### src/rtl/fwd_result_buffer.sv
// Two-entry forwarding buffer (MEM and WB results) with load-use stall detection
// and a saturating stall-cycle counter.
module fwd_result_buffer (
    input  logic        clk,
    input  logic        rst_n,
    input  logic        ex_regWrite,
    input  logic [4:0]  ex_wa,
    input  logic        ex_is_load,
    input  logic [31:0] ex_result,
    input  logic [31:0] mem_rdata,
    input  logic        flush,
    input  logic [4:0]  adr1,
    input  logic [4:0]  adr2,
    input  logic [31:0] rf_rs1,
    input  logic [31:0] rf_rs2,
    output logic [31:0] rs1_data,
    output logic [31:0] rs2_data,
    output logic        stall,
    output logic [15:0] stall_count
);

    typedef struct packed {
        logic        valid;
        logic [4:0]  wa;
        logic        is_load;
        logic [31:0] data;
    } entry_t;

    entry_t m_q;
    entry_t w_q;
    logic   load_hit1;
    logic   load_hit2;

    // NOTE: sequential state uses non-blocking assignments so every register
    // samples pre-edge values; W therefore receives the old M, not the new one.
    always_ff @(posedge clk or negedge rst_n) begin
        if (!rst_n) begin
            m_q <= '0;
            w_q <= '0;
        end else begin
            m_q.valid   <= ex_regWrite && (ex_wa != 5'd0) && !flush;
            m_q.wa      <= ex_wa;
            m_q.is_load <= ex_is_load;
            m_q.data    <= ex_result;
            w_q.valid   <= m_q.valid;
            w_q.wa      <= m_q.wa;
            w_q.is_load <= m_q.is_load;
            w_q.data    <= m_q.is_load ? mem_rdata : m_q.data;
        end
    end

    // Returns {load_hit_on_m, operand}; M is checked before W so the newest write wins.
    function automatic logic [32:0] lookup(input entry_t m, input entry_t w,
                                           input logic [4:0] adr, input logic [31:0] rf);
        logic        hit;
        logic [31:0] val;
        hit = 1'b0;
        val = rf;
        if (adr == 5'd0) begin
            val = 32'd0;
        end else if (m.valid && (m.wa == adr)) begin
            if (m.is_load) hit = 1'b1;
            else           val = m.data;
        end else if (w.valid && (w.wa == adr)) begin
            val = w.data;
        end
        return {hit, val};
    endfunction

    // NOTE: every output of this block is assigned on all paths, so no latch is inferred.
    always_comb begin
        {load_hit1, rs1_data} = lookup(m_q, w_q, adr1, rf_rs1);
        {load_hit2, rs2_data} = lookup(m_q, w_q, adr2, rf_rs2);
        stall                 = load_hit1 || load_hit2;
    end

    always_ff @(posedge clk or negedge rst_n) begin
        if (!rst_n)
            stall_count <= 16'd0;
        else if (stall && (stall_count != 16'hFFFF))
            stall_count <= stall_count + 16'd1;
    end

endmodule

### config.mk
export PLATFORM = sky130hd
export DESIGN_NAME = fwd_result_buffer
export DESIGN_NICKNAME = d
export VERILOG_FILES = /design/src/rtl/fwd_result_buffer.sv
export SDC_FILE = /design/constraint.sdc
export NUM_CORES = 1
export LEC_CHECK = 0
export ABC_CLOCK_PERIOD_IN_PS = 3200
export CAP_MARGIN = 40
export CORE_MARGIN = 2
export CORE_UTILIZATION = 30
export DETAILED_ROUTE_END_ITERATION = 12
export SYNTH_ARGS = -nofsm -noshare
export SYNTH_HDL_FRONTEND = slang
export SYNTH_SLANG_ARGS = --single-unit
### constraint.sdc
create_clock -name clk -period 3.2 [get_ports clk]
set_input_delay 0.48 -clock clk [delete_from_list [all_inputs] [get_ports clk]]
set_output_delay 0.48 -clock clk [all_outputs]
set_load 0.1 [all_outputs]
After elaboration in Yosys (flattened, before gate mapping)
Cells that the tools add are included.
{"block": "word_totals", "inputBits": 148, "reg_bits": 93, "word_cells": 40}
{"block": "op_classes", "mux": 14, "n_eq_ne": 5, "add_sub_neg": 1, "n_reduce_logical": 12}
{"cell": "two-way mux 32 bit", "count": 9}
{"cell": "== test 5 bit", "count": 4}
{"cell": "adder 16 x 1 -> 16 bit (second input constant)", "count": 1}
{"cell": "inequality test 16 bit (second input constant)", "count": 1}
{"cell": "zero test 5 bit", "count": 2}
{"cell": "logical AND 1 bit", "count": 7}
{"cell": "two-way mux 1 bit", "count": 5}
{"cell": "nonzero test 5 bit", "count": 1}
{"cell": "zero test 1 bit", "count": 1}
{"cell": "logical OR 1 bit", "count": 1}

Logic depth before layout (Yosys ltp)
{"block": "depth", "ltp_word": 6, "mapped_depth": 8, "ltp_nobuf": 6}

Least setup slack after synthesis
No wires, ideal clock.
{"block": "synth_timing", "path_kind": "input -> output", "start": "input port adr1[0]", "end": "output port rs1_data[11]", "required_time_ns": 2.720, "arrival_ns": 3.672, "n_path_buf": 2, "path_slack_ns": -0.952, "path_stages": 8, "path_cell_list": "xnor2_1 -> nand4_1 -> or3_1 -> buf_2 -> nand2_2 -> buf_2 -> nor2_1 -> nor3_1"}
{"block": "synth_via", "elab_chain_len": 5, "word_cells_on_any_way": 8}
{"item": "from (decl)", "line": "12", "rtl": "input logic [4:0] adr1,"}
{"item": "== test 5 bit", "line": "64", "rtl": "end else if (w.valid && (w.wa == adr)) begin"}
{"item": "logical AND 1 bit", "line": "64"}
{"item": "two-way mux 32 bit", "line": "64"}
{"item": "two-way mux 32 bit", "line": "61", "rtl": "end else if (m.valid && (m.wa == adr)) begin"}
{"item": "two-way mux 32 bit *", "line": "59", "rtl": "if (adr == 5'd0) begin"}
{"item": "to (decl)", "line": "16", "rtl": "output logic [31:0] rs1_data,"}
Every way passes the cells marked *; elsewhere a longest branch is shown, timed or not.

Final worst setup path
{"block": "layout_timing", "start": "input port adr1[0]", "end": "output port rs1_data[31]"}
Same word-level chain as after synthesis.

==> results.ini <==
[clock_tree]
postCtsHoldBufs = 0
cts_max_level = 3
path_clk_slew_ps = 60
clk_latency_ps = 340
clkSinkCount = 93
clockBufferDepth = 2
root_buffer = clkbuf_16
cts_tree = built
cts_buffers = 9

[die]
fp.dieW_um = 127.1
die_y_um = 127.1
start_util_pct = 31.05
coreArea_sq_um = 14640
placementRows = 44
die-area_sq_um = 16160
num_io_pins = 229

[synth]
async_reset_ff_share_pct = 100.0
synth-warning-count = 0
netlist_instances = 445
ys_seq_area_share_pct = 51.18
yosys-top-cells-area = dfrtp_1, mux2_2, a22oi_1, xnor2_1, o22ai_1
synth_edf_count = 0
yosys-top-cells-count = dfrtp_1, nand2_1, nor2_1, a21oi_1, nor3_1
synth.avg_cell_area_sq_um = 10.22
ys.flop_type = dfrtp_1
synth_most_common_cell = dfrtp_1
syn_area_sq_um = 4547
synth_nets = 594
synth_largest_area_cell = dfrtp_1
synth.top_cell.area_share_pct = 51.18
synth_seq_cells = 93
synth_cell_types = 40

[global_route]
grt_pass1_wl_um = 26300
antenna_found_initial = 0
overflow = 0
gr-usage-all-layers_pct = 20.94
grt_max_degree = 47
grt_pass1_vias = 4769

[power_and_ir_drop]
intPower_mw = 2.313
switching_power_mw = 1.187
pwr-share-comb_pct = 34.5
leakage_nw = 3.557
sequentialPowerShare_pct = 37.1
ir_drop_mv = 0.3160
p_per_area_nw_per_um2 = 398.9
switching_share_pct = 33.92
pwr-share-clk_pct = 28.4

[worst_setup_path]
critical_path_arrival_ps = 2610
rrSetupSlack_ps = 990
r2r-end = stall_count[1]$_DFFE_PN0P_
critPathRequiredTime_ps = 2720
r2r-start = m_q[33]$_DFF_PN0_
crit_fanout = 9
reg2regPathDepth = 8
end_kind = output pin
startpoint_type = primary input
path_class = primary input to output pin

[placement]
pre_cts_slack_ps = 33.31
post-place-cells = 853
port-buffer-count = 228
place_hpwl_um = 12680
place.gp.congestion = 0.8825

[routing]
ant_nets = 0
post-route-drc-count = 0
viasPerCell = 5.141
vias = 4488
firstDrtPassIters = 4
wl_per_cell_um = 19.39
wirelength_um = 16930
drtIter0Drc = 170

[min_path]
hold_class = primary input to asynchronous set/reset pin

[timing]
period_minus_slack_ps = 3091
relSlewSlack_pct = 63.60
fmaxAchievable_mhz = 323.5
worstMarginPinSlew_ps = 546.0
timing.final.ws_setup_ps = 108.8
grt_setup_unrepaired = true
skew_ps = 4.963
finalHoldViolations = 0
report.final.slew_viol_count = 0
setup_tns_ps = 0
finalSetupViolations = 0
layout_worst_path_cycle_share_pct = 96.60

[outcome]
outcome = finished clean

[layout]
stdcell_count = 873
area_delta_synth_final_pct = 92.93
n_antenna_cell = 0
fin_nets = 833
post-route-util_pct = 59.90
drive_above_1_share_pct = 34.69

[run]
cap_violations = 0

[layout by cell type, fill, tap and decap left out, drive strengths merged, types with 2 or more instances in the layout]
cell	n
dfrtp	93
and3	4
buf	110
and2	2
nor4	2
nor3	34
clkdlybuf4s50	144
nor2	41
a22oi	32
o22ai	32
a21oi	33
nand3	10
nand3b	2
nand2	40
xor2	9
or4	3
xnor2	24
or3	2
dlymetal6s2s	2
mux2	35
clkbuf	14
nand2b	2
nand4	7
clkinv	3
[through the flow]
stage | cell area (sq um) | hold WS [ps] | power [mW]
after floorplan | 5009 | 184.4 | 1.975
after global placement | 8344 | 417.4 | 2.509
after detailed placement | 8372 | 410.9 | 2.527
after CTS | 8651 | 101.9 | 3.539
after global routing | 8772 | 138.7 | 3.639
final | 8772 | 95.20 | 3.500
[critical path, cell delays in order]
cell,delay (ps)
clkdlybuf4s50_1,450
buf_4,170
xor2_1,150
nor4_2,170
buf_4,170
o2111ai_4,120
buf_12,170
nand2_4,110
buf_12,140
nor2_1,50
nor3_2,220
buf_12,210
[area by class of cell]
type / count / area [sq um]
multi-input cells: 321 / 2597
well taps: 184 / 230.2
clock inverters: 4 / 22.52
repair buffers: 258 / 3333
inverters: 1 / 3.754
flip-flops and latches: 93 / 2328
fillers: 1183 / 5872
clock buffers: 12 / 256.5
[registers in the layout, summed over array words and instances, names as in the netlist]
name	count
m_q	39
w_q	38
stall_count	16
[per-layer routing]
metal	GRT usage, %	up-vias	part of all wire (%)
met5	0	-	0
met4	6.981	0	1.9
met3	4.564	22	6.4
met2	36.62	187	51
met1	25.74	2180	41
li1	-	2099	-
[worst max path at each step]
stage	startpoint	end	slack, ps	cells after the start
5_1_grt	adr1[4]	rs1_data[17]	-10	10
3_3_place_gp	adr1[3]	rs1_data[0]	50	9
6_report	adr1[0]	rs1_data[31]	110	12
2_1_floorplan	adr1[0]	rs1_data[11]	-90	8
3_5_place_dp	adr1[2]	rs1_data[0]	30	9
4_1_cts	adr1[2]	rs1_data[0]	40	9
[power groups by stage]
stage          sequential, mW  combinational [mW]  clock [mW]
6_report                 1.30                1.21       0.993
5_1_grt                  1.31                1.25        1.08
4_1_cts                  1.30                1.21        1.03
3_5_place_dp             1.32                1.21           0
3_3_place_gp             1.32                1.19           0
2_1_floorplan            1.37               0.608           0
[kinds of logic after synthesis]
family                     count (synthesis)  share of synthesized area (%)
and+or+nand+nor                          151                          15.96
muxes                                     35                          8.751
buffers and inverters                     31                          2.944
DFF                                       93                          51.18
AOI/OAI and AO/OA                        101                          14.53
xor gates and xnor gates                  33                          6.357
adders and majority gates                  1                         0.2751
[timing repair]
item / CTS / global route
setup endpoints to repair: 0 / 37
setup buffers: 0 / 2
resized for setup: 0 / 11
Note: power is estimated with default switching activity, not from simulation.
